### config.mk
export PLATFORM = sky130hd
export DESIGN_NAME = inst_fetch_queue
export DESIGN_NICKNAME = d
export VERILOG_FILES = /design/src/rtl/inst_fetch_queue.sv
export SDC_FILE = /design/constraint.sdc
export NUM_CORES = 2
export LEC_CHECK = 0
export ABC_CLOCK_PERIOD_IN_PS = 10500
export CAP_MARGIN = 0
export CORE_ASPECT_RATIO = 0.5
export CORE_MARGIN = 10
export CORE_UTILIZATION = 58
export DETAILED_ROUTE_END_ITERATION = 6
export PLACE_DENSITY = 0.8
export SLEW_MARGIN = 20
export SYNTH_ARGS = -nofsm -noshare
export SYNTH_HDL_FRONTEND = slang
export SYNTH_SLANG_ARGS = --single-unit
### constraint.sdc
create_clock -name clk -period 10.5 [get_ports clk]
set_input_delay 2.1 -clock clk [delete_from_list [all_inputs] [get_ports clk]]
set_output_delay 2.1 -clock clk [all_outputs]
set_load 0.05 [all_outputs]
### src/rtl/inst_fetch_queue.sv
// Instruction fetch queue: decouples IF from decode, up to two entries in/out per cycle.
// Optional performance counters are enabled with `define IFQ_PERF_CNT_EN.
`ifndef INST_ADDR_WIDTH
`define INST_ADDR_WIDTH 32
`endif
`ifndef INST_WIDTH
`define INST_WIDTH 32
`endif
`ifndef BP_GHR_BITS
`define BP_GHR_BITS 8
`endif
`ifndef IF_BATCH_SIZE
`define IF_BATCH_SIZE 2
`endif

module inst_fetch_queue #(
  parameter int DEPTH = 8,
  parameter int PTR_W = 3
) (
  input  logic                        clk,
  input  logic                        rst_n,
  input  logic                        flush,
  input  logic [`INST_ADDR_WIDTH-1:0] in_inst_addr_0,
  input  logic [`INST_ADDR_WIDTH-1:0] in_inst_addr_1,
  input  logic [`INST_WIDTH-1:0]      in_inst_0,
  input  logic [`INST_WIDTH-1:0]      in_inst_1,
  input  logic [`IF_BATCH_SIZE-1:0]   in_inst_valid,
  input  logic                        in_pred_taken_0,
  input  logic                        in_pred_taken_1,
  input  logic [`INST_ADDR_WIDTH-1:0] in_pred_target_0,
  input  logic [`INST_ADDR_WIDTH-1:0] in_pred_target_1,
  input  logic [`BP_GHR_BITS-1:0]     in_pred_hist_0,
  input  logic [`BP_GHR_BITS-1:0]     in_pred_hist_1,
  output logic                        out_fetch_stall,
  input  logic                        dec_ready,
  output logic [`INST_ADDR_WIDTH-1:0] out_inst_addr_0,
  output logic [`INST_ADDR_WIDTH-1:0] out_inst_addr_1,
  output logic [`INST_WIDTH-1:0]      out_inst_0,
  output logic [`INST_WIDTH-1:0]      out_inst_1,
  output logic                        out_pred_taken_0,
  output logic                        out_pred_taken_1,
  output logic [`INST_ADDR_WIDTH-1:0] out_pred_target_0,
  output logic [`INST_ADDR_WIDTH-1:0] out_pred_target_1,
  output logic [`BP_GHR_BITS-1:0]     out_pred_hist_0,
  output logic [`BP_GHR_BITS-1:0]     out_pred_hist_1,
  output logic [`IF_BATCH_SIZE-1:0]   out_inst_valid,
`ifdef IFQ_PERF_CNT_EN
  output logic                        out_overflow,
  output logic [31:0]                 out_stall_cycles,
  output logic [31:0]                 out_empty_cycles
`else
  output logic                        out_overflow
`endif
);

  localparam int AW = `INST_ADDR_WIDTH;
  localparam int IW = `INST_WIDTH;
  localparam int HW = `BP_GHR_BITS;
  localparam int EW = AW + IW + 1 + AW + HW;
  localparam logic [PTR_W:0]   CNT_ZERO  = '0;
  localparam logic [PTR_W:0]   CNT_ONE   = (PTR_W+1)'(1);
  localparam logic [PTR_W:0]   STALL_TH  = (PTR_W+1)'(DEPTH - 4);
  localparam logic [PTR_W+1:0] SUM_DEPTH = (PTR_W+2)'(DEPTH);

  logic [EW-1:0]    mem_q [DEPTH];
  logic [PTR_W-1:0] head_q, head_d, tail_q, tail_d;
  logic [PTR_W:0]   count_q, count_d;
  logic             stall_q, stall_d;
  logic             overflow_q, overflow_d;

  logic [1:0]       enq_n, deq_n;
  logic [PTR_W+1:0] count_sum;
  logic             ovf;
  logic [PTR_W-1:0] head_p1, tail_p1;
  logic [EW-1:0]    slot0_entry, slot1_entry, rd0_entry, rd1_entry;
  logic             wr0_en, wr1_en;
  logic [EW-1:0]    wr0_data, wr1_data;

  assign slot0_entry = {in_inst_addr_0, in_inst_0, in_pred_taken_0, in_pred_target_0, in_pred_hist_0};
  assign slot1_entry = {in_inst_addr_1, in_inst_1, in_pred_taken_1, in_pred_target_1, in_pred_hist_1};
  assign head_p1     = head_q + PTR_W'(1);
  assign tail_p1     = tail_q + PTR_W'(1);
  assign rd0_entry   = mem_q[head_q];
  assign rd1_entry   = mem_q[head_p1];

  assign {out_inst_addr_0, out_inst_0, out_pred_taken_0, out_pred_target_0, out_pred_hist_0} = rd0_entry;
  assign {out_inst_addr_1, out_inst_1, out_pred_taken_1, out_pred_target_1, out_pred_hist_1} = rd1_entry;
  assign out_fetch_stall = stall_q;
  assign out_overflow    = overflow_q;

  // Handshake: every slot set in out_inst_valid is consumed on a cycle where
  // dec_ready=1; IF is never told "no" per batch, it only sees the registered stall.
  always_comb begin
    out_inst_valid = 2'b00;
    if (count_q > CNT_ONE)       out_inst_valid = 2'b11;
    else if (count_q == CNT_ONE) out_inst_valid = 2'b01;

    enq_n = {1'b0, in_inst_valid[0]} + {1'b0, in_inst_valid[1]};
    deq_n = 2'b00;
    if (dec_ready) deq_n = {1'b0, out_inst_valid[0]} + {1'b0, out_inst_valid[1]};

    count_sum = {1'b0, count_q} - {{PTR_W{1'b0}}, deq_n} + {{PTR_W{1'b0}}, enq_n};
    ovf       = count_sum > SUM_DEPTH;

    // Compaction: the first valid slot always lands at tail.
    wr0_en   = 1'b0;
    wr1_en   = 1'b0;
    wr0_data = slot0_entry;
    wr1_data = slot1_entry;
    if (!flush && !ovf) begin
      wr0_en = in_inst_valid[0] | in_inst_valid[1];
      wr1_en = in_inst_valid[0] & in_inst_valid[1];
      if (!in_inst_valid[0]) wr0_data = slot1_entry;
    end

    head_d     = head_q + PTR_W'(deq_n);
    tail_d     = ovf ? tail_q : tail_q + PTR_W'(enq_n);
    count_d    = ovf ? count_q - {{(PTR_W-1){1'b0}}, deq_n} : count_sum[PTR_W:0];
    stall_d    = count_d > STALL_TH;
    overflow_d = overflow_q | ovf;
    if (flush) begin
      head_d     = '0;
      tail_d     = '0;
      count_d    = '0;
      stall_d    = 1'b0;
      overflow_d = overflow_q;
    end
  end

  // Storage is intentionally not reset; the valid mask gates its use.
  always_ff @(posedge clk) begin
    if (wr0_en) mem_q[tail_q]  <= wr0_data;
    if (wr1_en) mem_q[tail_p1] <= wr1_data;
  end

  always_ff @(posedge clk or negedge rst_n) begin
    if (!rst_n) begin
      head_q     <= '0;
      tail_q     <= '0;
      count_q    <= '0;
      stall_q    <= 1'b0;
      overflow_q <= 1'b0;
    end else begin
      head_q     <= head_d;
      tail_q     <= tail_d;
      count_q    <= count_d;
      stall_q    <= stall_d;
      overflow_q <= overflow_d;
    end
  end

`ifdef IFQ_PERF_CNT_EN
  logic [31:0] stall_cyc_q, empty_cyc_q;
  assign out_stall_cycles = stall_cyc_q;
  assign out_empty_cycles = empty_cyc_q;

  // Counters saturate and ignore flush; only rst_n clears them.
  always_ff @(posedge clk or negedge rst_n) begin
    if (!rst_n) begin
      stall_cyc_q <= '0;
      empty_cyc_q <= '0;
    end else begin
      if (stall_q && stall_cyc_q != 32'hFFFF_FFFF) stall_cyc_q <= stall_cyc_q + 32'd1;
      if (count_q == CNT_ZERO && !flush && empty_cyc_q != 32'hFFFF_FFFF)
        empty_cyc_q <= empty_cyc_q + 32'd1;
    end
  end
`endif

endmodule

==> summary.txt <==
Clock network
  – CTS tree: yes
  – Clk_lat worst skew: 0.69 ns
  – CTS HTree Levels: 3
  – Max clock buf depth: 3
  – Cts repair resizes: 0
  – Setup bufs post-CTS: 0
  – Clk root buf: clkbuf_16
  – CTS hold repair buffers: 0
  – Total CTS buffers: 80
  – Clock transition at path regs: 0.07 ns
  – Sink Count: 852

Yosys
  – Synth top area cells: edfxtp_1 (51%), mux2_2 (20%), mux4_2 (19%), mux2_4 (4.5%), buf_2 (1.0%)
  – Mapped Cells: ~2.7k
  – Synth cell types: between 40 and 50
  – Top cell type by total area after synthesis: edfxtp_1
  – Flip-flop and latch count after synthesis: 852
  – Ys Warns: 0
  – Area share of the largest cell type after synthesis: 0.5078
  – Seq/Total Area, Yosys: 0.5139
  – Synth Area per Inst: between 15 and 20 sq um
  – Syn Std Cell Area: 49670 sq um
  – Syn nets: 2915

Route
  – DRC violations left: 0
  – DRT Wirelength: 134.9 mm
  – Vias per Instance: 6.782
  – Iteration-0 DRC Markers: 2636
  – Final ANT Viol Nets: 0
  – DR WL/cell: 31.99 microns
  – DR vias: 28.61k
  – DR WL met2: 71.56 mm
  – Routed wl met3: roughly 8.5 mm
  – Metal1 wirelength: 50.83 mm
  – First-pass DRT Iterations: 5
  – Uppermost routed layer: met5

Final layout
  – Fraction of layout cells with a size suffix above 1: 0.5353
  – Nets: approximately 3.3k
  – Synth-to-Final Area Change: 15.44%
  – Final instance area: 57340 sq um
  – Commonest non-fill, non-tap cell in the layout: mux2_2
  – Most frequent cells in the layout: mux2_2 (900), edfxtp_1 (840), clkdlybuf4s50_1 (429)
  – Fill cell count: 5513

Hold path
  – Hold Path Sink: out_overflow$_DFFE_PN0N_
  – WHS Path Cells: 1
  – Worst Hold Class: reg2reg
  – Hold Path Origin: out_overflow$_DFFE_PN0N_

Power and ir drop
  – Tot Pwr: 0.01554 W
  – Pwr dens: ~270 nW/um^2
  – Peak VDD IR: 0.2725 mV
  – LEAKAGE: around 19 nW

STA
  – Tcrit/Tclk final: 0.7063
  – Endpoints failing hold: 0
  – Hold WS: 0.5110 ns
  – Setup Skew: ~0.03 ns
  – Max-slew violation count: 0
  – Unrepaired setup endpoints after global routing: no
  – Max Clock Freq: approximately 130 MHz
  – Final Critical Period: 7.416 ns
  – TNS Setup: 0 ns
  – Setup-failing EPs final: 0
  – Slew headroom: 0.2517
  – Worst-Margin Slew: 1.120 ns

GRT
  – Initial antenna violation count: 16
  – Grt ovf: 0
  – Total Routing Usage GR: 0.2713
  – First-pass GRT wire length: 200.8 mm
  – Vias in the first global route: ~30k
  – Largest net degree at the start of global routing: ~150

Critical path
  – CP max FO: roughly 150
  – Critical Path End Type: output port
  – Startpoint types: flop
  – R2R Path End: mem_q[7][47]$_DFFE_PP_
  – WP data required: 8.40 ns
  – Critical Path AT: between 5 and 6 ns
  – FF-to-FF setup slack: between 4 and 5 ns
  – WS Path Type: reg2out
  – Cells on worst reg2reg path: 15
  – Worst flop-to-flop path startpoint: count_q[3]$_DFF_PN0_

Floorplanning
  – Starting Density: 0.5888
  – Die Wd: 433.9 microns
  – Core area: 84360 sq um
  – Top-Level Pins: 430
  – Die ar.: 98450 sq um
  – Cell Rows: 75
  – Die height: between 200 and 250 microns

Placed design
  – Placed cell areas: 54800 sq um
  – Gpl congestion: roughly 0.9
  – Final HPWL DP: just under 80 mm
  – I/O Buffers: between 400 and 500

Job
  – Max-Cap Viols: 0

Outcome
  – Status: complete, no violations
[layout make-up]
type                       count  area [sq um]  share of cell area
antenna                       15         37.54           0.0006546
clock buffer                 102          2105             0.03670
clock inverter                43         401.6            0.007005
inverter                      19         71.32            0.001244
multi-input combinational   1599         23020              0.4014
sequential                   852         25540              0.4453
tap                         1116          1396             0.02435
timing repair buffer         473          4775             0.08327
[per-stage QoR]
| stage | setup slack [ns] | std cells | util |
|---|---|---|---|
| floorplan | 0.3708 | 2680 | - |
| global route | 2.759 | 4218 | 0.6796 |
| global placement | 2.975 | 4059 | 0.6495 |
| detailed placement | 2.837 | 4059 | 0.6495 |
| CTS | 3.028 | 4204 | 0.6792 |
| finish | 3.084 | 4219 | 0.6797 |
[synth_stat cells (all sizes together)]
| master | instances |
|---|---|
| o21bai | 1 |
| o2111ai | 1 |
| nand2 | 29 |
| mux2 | 1050 |
| mux2i | 1 |
| xor2 | 4 |
| nand2b | 1 |
| and3 | 1 |
| clkbuf | 50 |
| xnor2 | 5 |
| and4bb | 2 |
| a31o | 1 |
| edfxtp | 840 |
| fa | 5 |
| a311o | 1 |
| a21boi | 1 |
| a21o | 1 |
| nor3 | 3 |
| o21ai | 2 |
| nor2 | 7 |
| nor3b | 2 |
| a211oi | 4 |
| a21oi | 14 |
| dfrtp | 12 |
| and2b | 1 |
| ha | 14 |
| nor4b | 1 |
| buf | 160 |
| nor2b | 7 |
| mux4 | 420 |
| o211ai | 2 |
| nand3 | 16 |
| and4b | 1 |
| a311oi | 1 |
| inv | 19 |
[critical path, cell delays in order, from the launching register on]
cell,delay [ns]
dfrtp_4,1.04
buf_12,0.73
buf_4,0.88
mux4_2,0.61
mux2_2,0.32
clkdlybuf4s50_1,0.72
[cells by family (layout without fill, tap and decap cells)]
logic type	count (synthesis)	in the layout	share of synthesized area
and+or+nand+nor	71	71	0.008590
xor gates and xnor gates	9	9	0.002116
DFF	852	852	0.5139
adders and majority gates	19	19	0.005542
other	0	15	0
AOI/OAI and AO/OA	29	29	0.003930
buffers and inverters	229	637	0.02592
muxes	1471	1471	0.4400
[state kept, by name, summed over array words and instances, names as in the netlist]
register and cells:
count_q 4, head_q 3, mem_q 840, out_fetch_stall 1, out_overflow 1, tail_q 3
[per-layer routing]
| metal | track usage | vias up |
|---|---|---|
| met5 | 0 | - |
| met4 | 0.09430 | 4 |
| met3 | 0.04254 | 223 |
| met2 | 0.4829 | 1241 |
| met1 | 0.3385 | 15187 |
| li1 | - | 11957 |
[power breakdown]
| part | switching, W | internal, W |
|---|---|---|
| Combinational | 0.00466 | 0.00353 |
| Sequential | 0.000183 | 0.00429 |
| Clock | 0.00135 | 0.00154 |
| Total | 0.00619 | 0.00936 |
[worst max-delay path by stage]
stage          cells after the start                     end  slack [ns]                 from
3_3_place_gp                      15  mem_q[7][30]$_DFFE_PP_        2.97     in_inst_valid[0]
3_5_place_dp                      15  mem_q[7][29]$_DFFE_PP_        2.84     in_inst_valid[0]
6_report                           5          out_inst_1[14]        3.08  head_q[0]$_DFF_PN0_
4_1_cts                            5   out_pred_target_1[26]        3.03  head_q[0]$_DFF_PN0_
2_1_floorplan                     14   mem_q[6][0]$_DFFE_PP_        0.37     in_inst_valid[0]
5_1_grt                            5   out_pred_target_1[27]        2.76  head_q[0]$_DFF_PN0_
Power figures use the tool's default switching activity.
